## config.mk

```make
export PLATFORM = sky130hd
export DESIGN_NAME = ccff_chain_loader
export DESIGN_NICKNAME = d
export VERILOG_FILES = /design/src/rtl/ccff_chain_loader.sv
export SDC_FILE = /design/constraint.sdc
export NUM_CORES = 1
export LEC_CHECK = 0
export CORE_AREA = 3 3 57 59
export CTS_CLUSTER_DIAMETER = 40
export DETAILED_ROUTE_END_ITERATION = 12
export DIE_AREA = 0 0 60 62
export PLACE_DENSITY = 0.79
export SLEW_MARGIN = 5
export SYNTH_ARGS = -nofsm -noshare
export SYNTH_HDL_FRONTEND = slang
export SYNTH_SLANG_ARGS = --single-unit
export TNS_END_PERCENT = 5
```

## constraint.sdc

```tcl
create_clock -name prog_clk -period 1.9 [get_ports prog_clk]
set_clock_uncertainty 0.1 [all_clocks]
set_input_delay 0.38 -clock prog_clk [delete_from_list [all_inputs] [get_ports prog_clk]]
set_output_delay 0.38 -clock prog_clk [all_outputs]
set_load 0.02 [all_outputs]
```

## src/rtl/ccff_chain_loader.sv

```systemverilog
`default_nettype none
// +--------------------------------------------------------------------------+
// | Module   : ccff_chain_loader                                             |
// | Purpose  : Configuration-chain controller. Accepts bitstream words over  |
// |            a valid/ready handshake and serialises them LSB-first onto    |
// |            ccff_head, pulsing ccff_shift_en once per bit until exactly   |
// |            CHAIN_LEN bits have been loaded into the tile's chain.        |
// | Optional : CCFF_CHAIN_LOADER_READBACK_EN adds a recirculating readback   |
// |            pass (VERIFY) that compares the 1-bit population written on   |
// |            ccff_head with the population seen on ccff_tail.              |
// | Ports    : prog_clk      programming clock (rising edge)                 |
// |            pReset        synchronous active-high reset                   |
// |            start         begin a load (honoured in IDLE and DONE only)   |
// |            word_data     bitstream word, bit 0 shifted first             |
// |            word_valid    word_data valid                                 |
// |            word_ready    word accepted this cycle                        |
// |            ccff_head     serial data into chain head                     |
// |            ccff_shift_en chain shift enable                              |
// |            ccff_tail     serial data out of chain tail (readback only)   |
// |            busy          load/shift/verify in progress                   |
// |            done          level, high in DONE                             |
// |            bit_count     bits shifted in the current load (saturating)   |
// |            verify_err    readback population mismatch                    |
// | Revision : 1.0 - initial release                                         |
// +--------------------------------------------------------------------------+
module ccff_chain_loader #(
    parameter int CHAIN_LEN = 64,
    parameter int WORD_W    = 8,
    parameter int CNT_W     = $clog2(CHAIN_LEN + 1)
) (
    input  logic              prog_clk,
    input  logic              pReset,
    input  logic              start,
    input  logic [WORD_W-1:0] word_data,
    input  logic              word_valid,
    output logic              word_ready,
    output logic              ccff_head,
    output logic              ccff_shift_en,
    input  logic              ccff_tail,
    output logic              busy,
    output logic              done,
    output logic [CNT_W-1:0]  bit_count,
    output logic              verify_err
);

    localparam int               WC_W        = $clog2(WORD_W + 1);
    localparam logic [CNT_W-1:0] c_CHAIN_LEN = CNT_W'(CHAIN_LEN);
    localparam logic [CNT_W-1:0] c_CNT_ONE   = CNT_W'(1);
    localparam logic [WC_W-1:0]  c_WORD_W    = WC_W'(WORD_W);
    localparam logic [WC_W-1:0]  c_WC_ONE    = WC_W'(1);

    localparam logic [2:0] c_ST_IDLE   = 3'd0;
    localparam logic [2:0] c_ST_LOAD   = 3'd1;
    localparam logic [2:0] c_ST_SHIFT  = 3'd2;
`ifdef CCFF_CHAIN_LOADER_READBACK_EN
    localparam logic [2:0] c_ST_VERIFY = 3'd3;
`endif
    localparam logic [2:0] c_ST_DONE   = 3'd4;

    logic [2:0]        r_state;
    logic [2:0]        w_state_next;
    logic [WORD_W-1:0] r_sreg;
    logic [WC_W-1:0]   r_word_cnt;
    logic [CNT_W-1:0]  r_bit_count;
    logic [CNT_W-1:0]  w_bit_count_inc;
    logic              w_last_bit;
    logic              w_word_end;
    logic              w_start_load;
    logic              w_word_fire;

    // Saturating increment: the count never passes CHAIN_LEN, so a stray
    // extra cycle can never wrap it back to a small value.
    assign w_bit_count_inc = (r_bit_count == c_CHAIN_LEN) ? r_bit_count
                                                          : r_bit_count + c_CNT_ONE;
    // Evaluated during SHIFT: true when the bit leaving this cycle is the
    // final one of the chain (any unused upper word bits are dropped).
    assign w_last_bit   = (w_bit_count_inc == c_CHAIN_LEN);
    assign w_word_end   = ((r_word_cnt + c_WC_ONE) == c_WORD_W);
    assign w_start_load = start && ((r_state == c_ST_IDLE) || (r_state == c_ST_DONE));
    assign w_word_fire  = (r_state == c_ST_LOAD) && word_valid;

    assign bit_count = r_bit_count;

`ifdef CCFF_CHAIN_LOADER_READBACK_EN
    logic [CNT_W-1:0] r_ones_in;
    logic [CNT_W-1:0] r_ones_out;
    logic [CNT_W-1:0] r_verify_cnt;
    logic [CNT_W-1:0] w_ones_out_final;
    logic             r_verify_err;
    logic             w_verify_last;

    assign w_verify_last    = ((r_verify_cnt + c_CNT_ONE) == c_CHAIN_LEN);
    // Include the bit on ccff_tail in the final VERIFY cycle.
    assign w_ones_out_final = ccff_tail ? (r_ones_out + c_CNT_ONE) : r_ones_out;
`endif

    // ---------------------------------------------------------------------
    // State register
    // ---------------------------------------------------------------------
    always_ff @(posedge prog_clk) begin
        if (pReset) begin
            r_state <= c_ST_IDLE;
        end else begin
            r_state <= w_state_next;
        end
    end

    // ---------------------------------------------------------------------
    // Next state and outputs. Every output is decoded from the current
    // state so reset (IDLE) deasserts them all on the same edge.
    // ---------------------------------------------------------------------
    always_comb begin
        w_state_next  = r_state;
        word_ready    = 1'b0;
        ccff_shift_en = 1'b0;
        ccff_head     = 1'b0;
        busy          = 1'b0;
        done          = 1'b0;
        case (r_state)
            c_ST_IDLE: begin
                if (start) begin
                    w_state_next = c_ST_LOAD;
                end
            end
            c_ST_LOAD: begin
                word_ready = 1'b1;
                busy       = 1'b1;
                if (word_valid) begin
                    w_state_next = c_ST_SHIFT;
                end
            end
            c_ST_SHIFT: begin
                ccff_shift_en = 1'b1;
                ccff_head     = r_sreg[0];
                busy          = 1'b1;
                if (w_last_bit) begin
`ifdef CCFF_CHAIN_LOADER_READBACK_EN
                    w_state_next = c_ST_VERIFY;
`else
                    w_state_next = c_ST_DONE;
`endif
                end else if (w_word_end) begin
                    w_state_next = c_ST_LOAD;
                end
            end
`ifdef CCFF_CHAIN_LOADER_READBACK_EN
            c_ST_VERIFY: begin
                // Feed the tail back into the head: after CHAIN_LEN shifts
                // the chain holds exactly what it held before the pass.
                ccff_shift_en = 1'b1;
                ccff_head     = ccff_tail;
                busy          = 1'b1;
                if (w_verify_last) begin
                    w_state_next = c_ST_DONE;
                end
            end
`endif
            c_ST_DONE: begin
                done = 1'b1;
                if (start) begin
                    w_state_next = c_ST_LOAD;
                end
            end
            default: begin
                w_state_next = c_ST_IDLE;
            end
        endcase
    end

    // ---------------------------------------------------------------------
    // Shift register, in-word counter and chain bit counter
    // ---------------------------------------------------------------------
    always_ff @(posedge prog_clk) begin
        if (pReset) begin
            r_sreg      <= '0;
            r_word_cnt  <= '0;
            r_bit_count <= '0;
        end else begin
            if (w_start_load) begin
                r_bit_count <= '0;
            end
            if (w_word_fire) begin
                r_sreg     <= word_data;
                r_word_cnt <= '0;
            end
            if (r_state == c_ST_SHIFT) begin
                r_sreg      <= r_sreg >> 1;
                r_word_cnt  <= r_word_cnt + c_WC_ONE;
                r_bit_count <= w_bit_count_inc;
            end
        end
    end

`ifdef CCFF_CHAIN_LOADER_READBACK_EN
    // ---------------------------------------------------------------------
    // Readback: population count of written bits versus bits seen at the
    // tail during one full recirculation of the chain.
    // ---------------------------------------------------------------------
    always_ff @(posedge prog_clk) begin
        if (pReset) begin
            r_ones_in    <= '0;
            r_ones_out   <= '0;
            r_verify_cnt <= '0;
            r_verify_err <= 1'b0;
        end else begin
            if (w_start_load) begin
                r_ones_in    <= '0;
                r_ones_out   <= '0;
                r_verify_cnt <= '0;
                r_verify_err <= 1'b0;
            end
            if ((r_state == c_ST_SHIFT) && r_sreg[0]) begin
                r_ones_in <= r_ones_in + c_CNT_ONE;
            end
            if (r_state == c_ST_VERIFY) begin
                r_verify_cnt <= r_verify_cnt + c_CNT_ONE;
                r_ones_out   <= w_ones_out_final;
                if (w_verify_last) begin
                    r_verify_err <= (r_ones_in != w_ones_out_final);
                end
            end
        end
    end

    assign verify_err = r_verify_err;
`else
    // The tail is only observed by the readback pass.
    logic w_unused_tail;
    assign w_unused_tail = ccff_tail;
    assign verify_err    = 1'b0;
`endif

endmodule
`default_nettype wire

```

==> results of run 1 <==
==> worst paths after layout <==
path,to,start,slack (ps)
max,r_state[0],bit_count[1],-3
max reg2reg,r_state[0],bit_count[1],-3
min reg2reg,r_sreg[4],r_sreg[5],390
min,r_sreg[4],r_sreg[5],390
==> state kept, by name (all words and copies together) (netlist names) <==
register and cells:
bit_count 7, r_sreg 8, r_word_cnt 4, r_state 3
==> cells by family after synthesis <==
kind of cell / after synthesis / synth area share
flops: 22 / 0.353
mux: 1 / 0.00802
xor+xnor: 4 / 0.0281
compound gates: 41 / 0.230
simple gates: 77 / 0.301
other cells: 1 / 0.00301
buf+inv: 11 / 0.0471
fa+ha+maj: 3 / 0.0301
==> what timing repair did <==
action / 4_1_cts / 5_1_grt
setup endpoints to repair: 10 / 10
resized for setup: 16 / 17
hold buffers: 0 / 0
pin swaps: 0 / 2
==> cell usage after synthesis <==
master	count	share of area
and2_1	1	0.0050
nor3_1	2	0.0080
a31oi_1	2	0.010
o21ai_0	7	0.028
dfxtp_1	22	0.35
a211oi_1	2	0.012
clkbuf_1	3	0.0090
and3_1	2	0.010
inv_1	2	0.0060
xor2_1	1	0.0070
a22oi_1	4	0.024
nand3_2	1	0.0080
clkinv_1	1	0.0030
nor4b_2	1	0.012
nand3b_1	1	0.0060
or3_4	1	0.0090
o21ba_2	2	0.016
a21oi_1	9	0.036
nor3b_2	1	0.010
nor3b_1	1	0.0060
xnor2_1	3	0.021
nor2b_1	1	0.0050
mux2i_1	1	0.0080
ha_1	3	0.030
nand2b_1	4	0.020
o211ai_1	2	0.012
buf_6	1	0.0090
a211oi_2	1	0.010
nor2_1	25	0.075
a311oi_1	9	0.063
and4bb_2	1	0.010
conb_1	1	0.0030
or2_2	1	0.0050
nand2_2	1	0.0050
buf_4	2	0.012
nand2_1	28	0.084
o21a_1	1	0.0060
or3_1	2	0.010
buf_2	2	0.0080
a21o_1	2	0.012
nand3_1	3	0.012
==> per-layer routing <==
metal  up-vias  wire length [µm]
met2        21              1690
li1        635                 -
met3         7               114
met5         -                 0
met1       625              1490
met4         0                70
==> report_power, final <==
part           switching, mW  leakage, nW  internal, mW
Clock                  0.162       0.0279         0.214
Combinational         0.0934        0.491        0.0834
Sequential            0.0120        0.181         0.479
Total                  0.268        0.700         0.776
==> cell type report <==
cell class                      count  area (µm²)
Timing Repair Buffer               40         340
Sequential cell                    22         449
Multi-Input combinational cell    127         786
Clock inverter                      1        30.0
Fill cell                         234        1080
Clock buffer                        3        22.5
Tap cell                           31        38.8
Inverter                            3        11.3
==> through the flow <==
stage | total power [mW] | setup WS (ps) | utilization | hold WS (ps)
3_5_place_dp | 0.679 | 1.67 | 0.580 | 371
5_1_grt | 1.09 | -103 | 0.608 | 409
6_report | 1.04 | -2.73 | 0.608 | 388
4_1_cts | 1.05 | -79.5 | 0.599 | 391
2_1_floorplan | 0.603 | -14.7 | - | 355
3_3_place_gp | 0.673 | 25.4 | 0.580 | 361
==> worst max-delay path: cells and delay by family, from the launching register on <==
family | cells | cell delay [ps]
AO/OA/AOI/OAI | 2 | 300
adder cells (fa/ha/maj) | 1 | 120
buffers and inverters | 2 | 190
flip-flops | 1 | 380
AND/OR/NAND/NOR | 3 | 720
==> results.txt, run 1 <==
GRT met3 Usage -> 0.0227
FP Rows -> 19
# placed instances -> 223
Crit start category -> flop
Initial antenna violation count -> 0
Die area -> 0.00372 mm²
Starting Density -> 0.452
Design Area, Final -> 0.00168 mm²
Synthesized area -> 0.00125 mm²
Number of port buffers -> 23
Syn nets -> 176
Worst-Skew Late Latency -> 330 ps
Crit. End Element -> flop
Number of CTS-inserted buffers -> 3
Area post-placement -> 0.00160 mm²
Max Root-Sink Buffers -> 2
Cell Count, Final, Fillers Out -> 227
Max incr delay on CP -> 380 ps
Endpoints failing setup -> 1
Clock sinks -> 22
Max rail drop VDD -> 0.504 mV
Core area -> 0.00276 mm²
Hold Path Stages -> 2
Post-synthesis cell type count -> 41
Crit-path max FO -> 4
Post-route ant nets -> 0
Clk pin slew, worst setup/hold paths -> 140 ps
DRT iter0 DRCs -> 56
Share of cells above drive strength 1 -> 0.235
Vias per cell -> 5.67
P_leak -> 0.700 nW
Most frequent cells in the layout -> nand2_1 (28), nor2_1 (25), dfxtp_1 (17), buf_4 (17), clkdlybuf4s50_1 (13)
Total track usage -> 0.189
Worst path cell trace -> buf_4 > inv_1 > ha_1 > nor2b_2 > nand2_1 > or3_4 > a31oi_1 > a311oi_1
Clock root cell -> clkbuf_4
Hold Path Class -> flop to flop
Gr busiest metal -> met2
MaxCap Viol Count -> 0
Global routing usage on met1 -> 0.226
Dpl hpwl -> 2360 µm
Fmax -> 526 MHz
Layout Nets -> 213
Max-slew violations -> 0
DRC -> 0
Flops & latches, synth -> 22
Sequential area share after synthesis -> 0.353
Wire length per cell -> 14.8 µm
Vias -> 1288
Crit Path Category -> flop to flop
Die Span Y -> 62 µm
Global-route wire length before repair -> 5470 µm
GP Congestion -> 0.946
Commonest non-fill, non-tap cell in the layout -> nand2_1
Pin count of the biggest net entering global routing -> 17
Num ports -> 26
Syn Area/Cell -> 7.80 µm²
GR Util met2 -> 0.343
CP Data Arrival Time -> 2030 ps
Slowest stage cell, crit path -> dfxtp_4
Failing checks -> setup timing
Crit path setup slack, layout -> -2.73 ps
Unrepaired setup endpoints after global routing -> true
Drt pass-1 iters -> 4
Req. time, crit path -> 2030 ps
Final Hold Viols -> 0
Status -> finished with violations
Total routed wirelength -> 3360 µm
Remaining global-route overflow -> 0
H-tree lvl count -> 1
Area grow syn2layout -> 34.5%
Pwr/cell area -> 622 mW/mm²
R2R cell count -> 8
TritonCTS clock tree -> done
Post-CTS Setup Repair Bufs -> 0
Die W -> 60 µm
Number of global-route vias before repair -> 1282
Ys Warns -> 0
Synth Instances -> 160
Post-layout min period -> 1900 ps
Ant. Diodes -> 0
Post-route setup TNS -> -2.73 ps
Post-route clock period utilization -> 1.00
(Power assumes the default switching activity.)
==> inputs of run 2 (changes only) <==
--- a/config.mk
+++ b/config.mk
@@ -11,3 +11,3 @@
 export DIE_AREA = 0 0 60 62
-export PLACE_DENSITY = 0.79
+export PLACE_DENSITY = 0.76
 export SLEW_MARGIN = 5
==> constraint.sdc (replaced) <==
create_clock -name prog_clk -period 2.38 [get_ports prog_clk]
set_clock_uncertainty 0.1 [all_clocks]
set_input_delay 0.238 -clock prog_clk [delete_from_list [all_inputs] [get_ports prog_clk]]
set_output_delay 0.238 -clock prog_clk [all_outputs]
set_load 0.02 [all_outputs]
==> run 2 against run 1 <==
Wire length down 17%. Setup slack better by 140 ps. Critical endpoint is now ccff_shift_en. Sequential power down 19%. First-iteration DRC count fell by 38%. Worst hold slack got worse by 5.6 ps. Utilization is 4.5 points lower. The run now ends clean. Total power is 23% lower. Register-to-register slack improved by 340 ps. Sequential share of layout area grew 1.7 points.
==> results.txt, run 2 (synthesis results as in run 1) <==
Post-route clock period utilization -> 0.941
Worst-Margin Slew -> 516 ps
Dpl hpwl -> 2100 µm
TritonCTS clock tree -> done
Hold Path Class -> input pin to flop
Crit start category -> flop
Die Span Y -> 62 µm
Worst reg-to-reg setup slack -> 340 ps
Number of port buffers -> 23
Post-layout min period -> 2240 ps
Fmax -> 447 MHz
Unrepaired setup endpoints after global routing -> false
Status -> finished, final reports clean
Starting Density -> 0.452
Area post-placement -> 0.00149 mm²
Ant. Diodes -> 0
Worst-Skew Late Latency -> 310 ps
H-tree lvl count -> 1
Clk pin slew, worst setup/hold paths -> 130 ps
Hold Path Stages -> 3
Total routed wirelength -> 2800 µm
Vias -> 1198
Largest reg by FF count -> r_sreg
Req. time, crit path -> 2040 ps
WHS -> 383 ps
CP Data Arrival Time -> 1900 ps
Design Area, Final -> 0.00155 mm²
FP Rows -> 19
Pwr/cell area -> 518 mW/mm²
Pin count of the biggest net entering global routing -> 18
Most frequent cells in the layout -> nand2_1 (28), nor2_1 (24), clkdlybuf4s50_1 (23)
R2R cell count -> 7
Flip-flop count of the largest register after layout -> 8
Cell Count, Final, Fillers Out -> 213
Endpoints failing setup -> 0
Wire length per cell -> 13.2 µm
Crit Path Category -> flop to output pin
Post-route ant nets -> 0
Die W -> 60 µm
Die area -> 0.00372 mm²
Core area -> 0.00276 mm²
Crit. End Element -> output pin
Crit-path max FO -> 17
Number of hold buffers added after cts -> 0
P_leak -> 0.561 nW
Worst hold start -> word_data[4]
Crit Reg-Reg Endpoint -> r_state[0]
Overall power -> 0.806 mW
Total track usage -> 0.168
Num ports -> 26
Layout Nets -> 199
Final Hold Viols -> 0
Max Root-Sink Buffers -> 2
Vias per cell -> 5.62
# placed instances -> 209
DRT iter0 DRCs -> 35
Post-route setup TNS -> 0 ps
Share of cells above drive strength 1 -> 0.104
Initial antenna violation count -> 0
Commonest non-fill, non-tap cell in the layout -> nand2_1
MaxCap Viol Count -> 0
Number of CTS-inserted buffers -> 3
Remaining global-route overflow -> 0
Clock sinks -> 22
Clock root cell -> clkbuf_4
# fillers -> 270
GP Congestion -> 0.917
Max rail drop VDD -> 0.478 mV
Hold Crit Endpoint -> r_sreg[4]
Reg area -> 442 µm²
Global-route wire length before repair -> 4820 µm
Multi-input gate area -> 757 µm²
DRC -> 0
Drt pass-1 iters -> 4
Worst reg2reg startpoint -> bit_count[0]
Max_slew headroom -> 0.655
Number of global-route vias before repair -> 1101
Max-slew violations -> 0
Area grow syn2layout -> 24.6%
-- run 2: cell types whose count changed in the layout (fill, tap and decap cells not counted), moves of 2 or more --
cell / before / now
dlygate4sd2_1: 3 / 0
clkbuf_2: 3 / 0
dfxtp_1: 17 / 21
clkdlybuf4s50_1: 13 / 23
dlymetal6s2s_1: 2 / 0
buf_4: 17 / 3
nor3b_2: 2 / 0
dfxtp_2: 4 / 1
-- run 2: critical path: stages (launching register included) --
cell and delay (ps):
dfxtp_1 400, nor2_2 190, nand2_1 90, clkinv_1 70, buf_4 200, clkdlybuf4s50_1 640
-- run 2: worst max-delay path by stage --
stage	startpoint	end	slack [ps]	depth (start not counted)
after global placement	bit_count[0]	r_state[0]	420	7
after CTS	r_state[0]	ccff_shift_en	80	5
after detailed placement	bit_count[0]	r_state[0]	370	7
after global routing	r_state[2]	ccff_shift_en	0.7	5
final	r_state[2]	ccff_shift_en	140	5
after floorplan	bit_count[0]	r_state[0]	380	7
-- run 2: where the power goes --
part	total [mW]	internal [mW]	switching [mW]
combinational	0.122	0.0578	0.0638
clock	0.288	0.170	0.117
sequential	0.397	0.384	0.0129
total	0.806	0.612	0.194
-- run 2: final cells by class --
type                            count  share of cell area
Clock buffer                        3              0.0145
Clock inverter                      1              0.0193
Sequential cell                    22               0.284
Inverter                            3             0.00725
Tap cell                           31              0.0250
Multi-Input combinational cell    127               0.487
Timing Repair Buffer               26               0.163
-- run 2: per-layer routing --
layer / global-route usage / vias to the layer above / share of wire
met5: 0 / - / 0
met4: 0.0823 / 0 / 0.0086
met3: 0.0186 / 2 / 0.036
met2: 0.281 / 23 / 0.50
met1: 0.217 / 566 / 0.46
li1: - / 607 / -
-- run 2: through the flow --
stage	setup WS, ps	util
after floorplan	377	-
after global placement	421	0.541
after detailed placement	375	0.541
after CTS	82.0	0.560
after global routing	0.671	0.564
final	141	0.564
-- run 2: timing repair --
action,4_1_cts,5_1_grt
buffers inserted,0,0
endpoints found under the setup margin,0,2
gates resized for setup,0,3
